[src/rtl/fwd_pkg.sv]
// Shared types for the write-back tracking / forwarding unit: result-source
// encoding (matches MemtoReg) and the per-slot control record.
package fwd_pkg;

  typedef enum logic [1:0] {
    SEL_ALU  = 2'b00,
    SEL_MEM  = 2'b01,
    SEL_PC4  = 2'b10,
    SEL_NONE = 2'b11
  } sel_e;

  // a3 and data are width-parametrised, so they live beside this record in the top.
  typedef struct packed {
    logic valid;
    logic ready;
    sel_e sel;
  } slot_ctl_t;

  localparam int unsigned DEPTH_MIN = 3;
  localparam int unsigned DEPTH_MAX = 8;

  function automatic logic ready_at_issue(input sel_e sel);
    return (sel == SEL_PC4) || (sel == SEL_NONE);
  endfunction

endpackage

[src/rtl/fwd_match.sv]
// Newest-match priority search for one register-read port over all in-flight slots.
module fwd_match #(
  parameter int WIDTH = 32,
  parameter int AW    = 5,
  parameter int DEPTH = 3
) (
  input  logic [DEPTH-1:0]       slot_valid,
  input  logic [DEPTH-1:0]       slot_ready,
  input  logic [DEPTH*AW-1:0]    slot_a3,
  input  logic [DEPTH*WIDTH-1:0] slot_data,
  input  logic [AW-1:0]          rd_a,
  input  logic [WIDTH-1:0]       rd_grf,
  output logic [WIDTH-1:0]       rd_data,
  output logic                   rd_stall
);

  // Walk oldest to newest so the lowest slot index overrides and wins.
  always_comb begin
    rd_data  = rd_grf;
    rd_stall = 1'b0;
    for (int k = DEPTH - 1; k >= 0; k--) begin
      if (slot_valid[k] && (rd_a != '0) && (slot_a3[k*AW +: AW] == rd_a)) begin
        rd_data  = slot_data[k*WIDTH +: WIDTH];
        rd_stall = ~slot_ready[k];
      end
    end
  end

endmodule

[src/rtl/fwd_bypass.sv]
// In-flight result pipeline: tracks destination/source/data per instruction,
// forwards the newest match to NREAD read ports, and writes back from the last slot.
module fwd_bypass
  import fwd_pkg::*;
#(
  parameter int WIDTH = 32,
  parameter int AW    = 5,
  parameter int DEPTH = 3,
  parameter int NREAD = 2
) (
  input  logic                   clk,
  input  logic                   reset,
  input  logic                   stall,
  input  logic                   iss_valid,
  input  logic [AW-1:0]          iss_a3,
  input  logic [1:0]             iss_sel,
  input  logic [WIDTH-1:0]       iss_pc4,
  input  logic [WIDTH-1:0]       alu_c,
  input  logic [WIDTH-1:0]       mem_rd,
  input  logic [NREAD*AW-1:0]    rd_a,
  input  logic [NREAD*WIDTH-1:0] rd_grf,
  output logic [NREAD*WIDTH-1:0] rd_data,
  output logic                   rd_stall,
  output logic                   wb_we,
  output logic [AW-1:0]          wb_a3,
  output logic [WIDTH-1:0]       wb_wd
);

  if (DEPTH < DEPTH_MIN || DEPTH > DEPTH_MAX) begin : g_depth_check
    $error("fwd_bypass: DEPTH out of range 3..8");
  end

  slot_ctl_t        ctl_q  [DEPTH];
  logic [AW-1:0]    a3_q   [DEPTH];
  logic [WIDTH-1:0] data_q [DEPTH];

  sel_e iss_sel_e;
  assign iss_sel_e = sel_e'(iss_sel);

  always_ff @(posedge clk or negedge reset) begin
    if (!reset) begin
      for (int k = 0; k < DEPTH; k++) begin
        ctl_q[k]  <= '0;
        a3_q[k]   <= '0;
        data_q[k] <= '0;
      end
    end else if (!stall) begin
      if (iss_valid) begin
        ctl_q[0].valid <= 1'b1;
        ctl_q[0].ready <= ready_at_issue(iss_sel_e);
        ctl_q[0].sel   <= iss_sel_e;
        a3_q[0]        <= iss_a3;
        data_q[0]      <= (iss_sel_e == SEL_PC4) ? iss_pc4 : '0;
      end else begin
        ctl_q[0]  <= '0;
        a3_q[0]   <= '0;
        data_q[0] <= '0;
      end

      for (int k = 1; k < DEPTH; k++) begin
        ctl_q[k]  <= ctl_q[k-1];
        a3_q[k]   <= a3_q[k-1];
        data_q[k] <= data_q[k-1];
      end

      // E-stage result lands on the move into slot 1, memory data on the move into slot 2.
      if (ctl_q[0].sel == SEL_ALU) begin
        ctl_q[1].ready <= 1'b1;
        data_q[1]      <= alu_c;
      end
      if (ctl_q[1].sel == SEL_MEM) begin
        ctl_q[2].ready <= 1'b1;
        data_q[2]      <= mem_rd;
      end
    end
  end

  logic [DEPTH-1:0]       slot_valid;
  logic [DEPTH-1:0]       slot_ready;
  logic [DEPTH*AW-1:0]    slot_a3;
  logic [DEPTH*WIDTH-1:0] slot_data;

  always_comb begin
    slot_valid = '0;
    slot_ready = '0;
    slot_a3    = '0;
    slot_data  = '0;
    for (int k = 0; k < DEPTH; k++) begin
      slot_valid[k]              = ctl_q[k].valid;
      slot_ready[k]              = ctl_q[k].ready;
      slot_a3[k*AW +: AW]        = a3_q[k];
      slot_data[k*WIDTH +: WIDTH] = data_q[k];
    end
  end

  logic [NREAD-1:0] port_stall;

  for (genvar p = 0; p < NREAD; p++) begin : g_port
    fwd_match #(
      .WIDTH (WIDTH),
      .AW    (AW),
      .DEPTH (DEPTH)
    ) u_match (
      .slot_valid (slot_valid),
      .slot_ready (slot_ready),
      .slot_a3    (slot_a3),
      .slot_data  (slot_data),
      .rd_a       (rd_a[p*AW +: AW]),
      .rd_grf     (rd_grf[p*WIDTH +: WIDTH]),
      .rd_data    (rd_data[p*WIDTH +: WIDTH]),
      .rd_stall   (port_stall[p])
    );
  end

  assign rd_stall = |port_stall;

  assign wb_we = ctl_q[DEPTH-1].valid && (a3_q[DEPTH-1] != '0);
  assign wb_a3 = wb_we ? a3_q[DEPTH-1]   : '0;
  assign wb_wd = wb_we ? data_q[DEPTH-1] : '0;

endmodule

[config.mk]
export PLATFORM = sky130hd
export DESIGN_NAME = fwd_bypass
export DESIGN_NICKNAME = d
export VERILOG_FILES = /design/src/rtl/fwd_pkg.sv /design/src/rtl/fwd_match.sv /design/src/rtl/fwd_bypass.sv
export SDC_FILE = /design/constraint.sdc
export NUM_CORES = 1
export LEC_CHECK = 0
export ABC_AREA = 0
export BUFFER_PORTS_ARGS = -buffer_cell sky130_fd_sc_hd__buf_4
export CORE_AREA = 5 5 194 102
export CTS_CLUSTER_DIAMETER = 100
export CTS_CLUSTER_SIZE = 24
export DETAILED_ROUTE_END_ITERATION = 8
export DIE_AREA = 0 0 199 107
export HOLD_SLACK_MARGIN = 0.03
export PLACE_DENSITY = 0.81
export SYNTH_ARGS = -nofsm -noshare
export SYNTH_HDL_FRONTEND = slang
export SYNTH_HIERARCHICAL = 1
export SYNTH_SLANG_ARGS = --single-unit
[constraint.sdc]
create_clock -name clk -period 1.9 [get_ports clk]
set_input_delay 0 -clock clk [delete_from_list [all_inputs] [get_ports clk]]
set_output_delay 0 -clock clk [all_outputs]
set_load 0.005 [all_outputs]
==> results.md <==
* Crit path capture type: primary output
* Internal power at between 6 and 7 mW
* Clk_skew at 9.582 ps
* Final-report hold violation count at 0
* Finished Layout Cells at approximately 1700
* Starting density of the core at 0.5192
* Critical Path AT at between 2000 and 2500 ps
* CTS Buf Count at 17
* Overall global routing resource usage at 0.3488
* Kind of critical path: flop to primary output
* ANT nets after route at 0
* Post-synth top area cell: dfrtp_1
* Outcome: finished with violations
* Synth top area share at 0.3248
* Pwr Density at 691.7 nW/um^2
* Core Rows at 35
* Switching share of total power at 0.3394
* Clock transition at the registers of the reported paths at 60 ps
* Core Util, Final at 0.7856
* Core ar. at 17950 sq um
* P_leak at approximately 6.5 nW
* Port Buffers at 283
* Area Growth Syn to Fin at 51.30%
* Max Slew Vio Count at 0
* Post-route minimum period at ~2500 ps
* H-tree depth at 4
* Avg Inst Size Synth at between 9 and 10 sq um
* Global route overflow at 0
* Seq/Total Area, Yosys at 0.3248
* GPL Wtd Cong at roughly 0.95
* Horiz. Die Dim at ~200 um
* Overall power at slightly below 10 mW
* Clock power frac at 0.321
* Clock buffer depth at 2
* Failing checks: negative setup slack
* Cell count after synthesis at 1020
* Vias in the first global route at 10250
* Maxcap violations at 0
* Crit path launch type: flop
* Final setup fails at 91
* Post-layout nets at about 1600
* Yosys warning count at 6
* Worst hold path type: primary input to flop
* Ys flop type: dfrtp_1
* Post-synth EDFFs at 0
* Synth cell types at 40
* Routed Wire Length at roughly 40000 um
* Placed Instances at around 1500
* Sw power at 3.311 mW
* Worst path required time at about 1900 ps
* Setup WS post-layout at -567.7 ps
* Top cells by area, synth: dfrtp_1, o221ai_2, a22o_1
* CTS Sinks at ~120
* Vias per cell at between 6 and 7
* Share of cells above drive strength 1 at 0.3569
* Max frequency at between 400 and 500 MHz
* Relative slew slack at 0.4486
* Comb power frac at 0.342
* Worst slew pin tran at 827.2 ps
* Yosys reg bits at 121
* Die ar. at between 20000 and 25000 sq um
* Final Cycle Share at 1.299
* Post-Syn Area at around 9300 sq um
* Die Y at 107 um
* Drt drc at 0
* VDD IR max at 0.6197 mV
* Hold_ws at around 51 ps
* Pre-Repair DR Iteration Count at 5
* RSZ-0062 raised after global routing: true
* Flop pwr share at 0.337
* FFs w/ async S/R, synth at 1.000
* Initial antenna violation count at 3
* Worst skew pair latency at approximately 410 ps
* DP Wirelength at 25620 um
* WL/cell at around 24 um
* CTS tree: done
* Largest net degree at the start of global routing at around 120
* Post-Syn Nets at ~1200
* DR iter-0 viols at 1272
* I/O pin count at 284
* Via count at ~10000
* CTS root buf: clkbuf_16
* Fill cells at between 1000 and 1500
* First-pass GRT wire length at slightly below 60000 um
* Critical Path Fanout Max at 8
-- synthesized netlist by cell type (3+ instances only) --
| master | count |
|---|---|
| buf_4 | 8 |
| mux2_1 | 15 |
| buf_6 | 24 |
| dfrtp_1 | 121 |
| a22o_1 | 96 |
| a21oi_1 | 32 |
| and2_1 | 5 |
| buf_2 | 37 |
| nor2_1 | 3 |
| inv_1 | 129 |
| o311ai_1 | 64 |
| xnor2_1 | 18 |
| clkbuf_1 | 41 |
| o221ai_2 | 60 |
| o21ai_1 | 8 |
| nand2b_1 | 4 |
| o221ai_1 | 4 |
| xor2_1 | 12 |
| or4b_1 | 32 |
| nor4_2 | 5 |
| o21a_1 | 64 |
| nand4bb_1 | 30 |
| nand2_1 | 180 |
-- sequential cells by signal, indices dropped and copies added, names as in the netlist --
| name | cells |
|---|---|
| data_q | 96 |
| a3_q | 15 |
| ctl_q | 10 |
-- power by group through the flow --
stage / Clock [mW] / Sequential [mW] / Combinational, mW
6_report: 3.13 / 3.29 / 3.34
5_1_grt: 3.29 / 3.32 / 3.53
4_1_cts: 3.16 / 3.25 / 2.98
3_5_place_dp: 0 / 3.30 / 2.75
3_3_place_gp: 0 / 3.28 / 2.69
2_1_floorplan: 0 / 3.15 / 1.50
-- logic make-up after synthesis --
family,share of synthesized area
muxes,0.01812
and+or+nand+nor,0.1765
DFF,0.3248
AOI/OAI and AO/OA,0.3283
xor gates and xnor gates,0.02818
buffers and inverters,0.1241
-- cell type report --
cell class	instances	area, sq um	area share
clock buffers	19	452.9	0.03211
inverters	129	484.2	0.03433
flip-flops and latches	121	3032	0.2149
clock inverters	13	118.9	0.008427
well taps	240	300.3	0.02129
repair buffers	485	4394	0.3115
diodes	2	5.005	0.0003548
multi-input cells	659	5318	0.3770
-- critical path: stages, from the launching register on --
cell and delay, ps:
dfrtp_1 430, xor2_2 180, nor4_4 320, nand4_4 240
buf_12 200, buf_12 130, o21a_1 170, a22o_1 230
buf_4 140
-- layout by cell type, fill, tap and decap left out, types with 3 or more instances in the layout --
master / synthesis / layout
nor4_2: 5 / 3
o21ai_1: 8 / 8
mux2_1: 15 / 15
o311ai_1: 64 / 64
nand4bb_1: 30 / 30
a22o_1: 96 / 95
inv_1: 129 / 129
dfrtp_1: 121 / 118
xnor2_1: 18 / 18
dfrtp_2: 0 / 3
and2_1: 5 / 5
clkinvlp_4: 0 / 4
o221ai_1: 4 / 4
a21oi_1: 32 / 21
dlygate4sd3_1: 0 / 108
o221ai_2: 60 / 60
inv_6: 0 / 3
nand2_1: 180 / 178
a21oi_2: 0 / 10
clkinv_2: 0 / 3
or4b_1: 32 / 32
xor2_1: 12 / 11
buf_4: 8 / 329
buf_12: 0 / 21
o21a_1: 64 / 64
buf_6: 24 / 18
clkbuf_16: 0 / 23
-- worst paths after layout --
check                           slack, ps  cells after the start                     end              startpoint
worst max register to register        300                      3  data_q[42]$_DFFE_PN0N_    ctl_q[9]$_DFFE_PN0N_
worst max-delay path                 -570                      8             rd_data[38]     a3_q[9]$_DFFE_PN0N_
worst min register to register        560                      2  data_q[58]$_DFFE_PN0N_  data_q[58]$_DFFE_PN0N_
max in group asynchronous            1160                      3  data_q[12]$_DFFE_PN0N_                   reset
worst min-delay path                   50                      3  data_q[37]$_DFFE_PN0N_                alu_c[5]
min in group asynchronous             220                      3     a3_q[7]$_DFFE_PN0N_                   reset
-- layer usage --
layer / track usage / up-vias / wire, um / part of all wire
li1: - / 4541 / - / -
met1: 0.4793 / 4969 / 16270 / 0.40
met2: 0.5332 / 829 / 17430 / 0.43
met3: 0.09890 / 109 / 5519 / 0.14
met4: 0.1127 / 2 / 1142 / 0.028
met5: 0 / - / 11 / 0.00027
-- timing repair --
action                                  in CTS  in global routing
buffers inserted                             6                  8
gates resized for setup                     16                 44
hold buffers                               108                  0
pin swaps                                    5                 19
endpoints found under the setup margin      65                 90
endpoints found under the hold margin      224                  0
cloned                                       1                  6
-- per-stage QoR --
stage,setup WS (ps),cell area [sq um],TNS [ps]
final,-567.7,14100,-32630
after global routing,-618.8,14100,-38530
after CTS,-490.5,13700,-29510
after detailed placement,-124.6,11900,-4234
after global placement,-75.73,11900,-2101
after floorplan,204.5,9323,0
No activity file was read; power rests on OpenSTA's default activity.
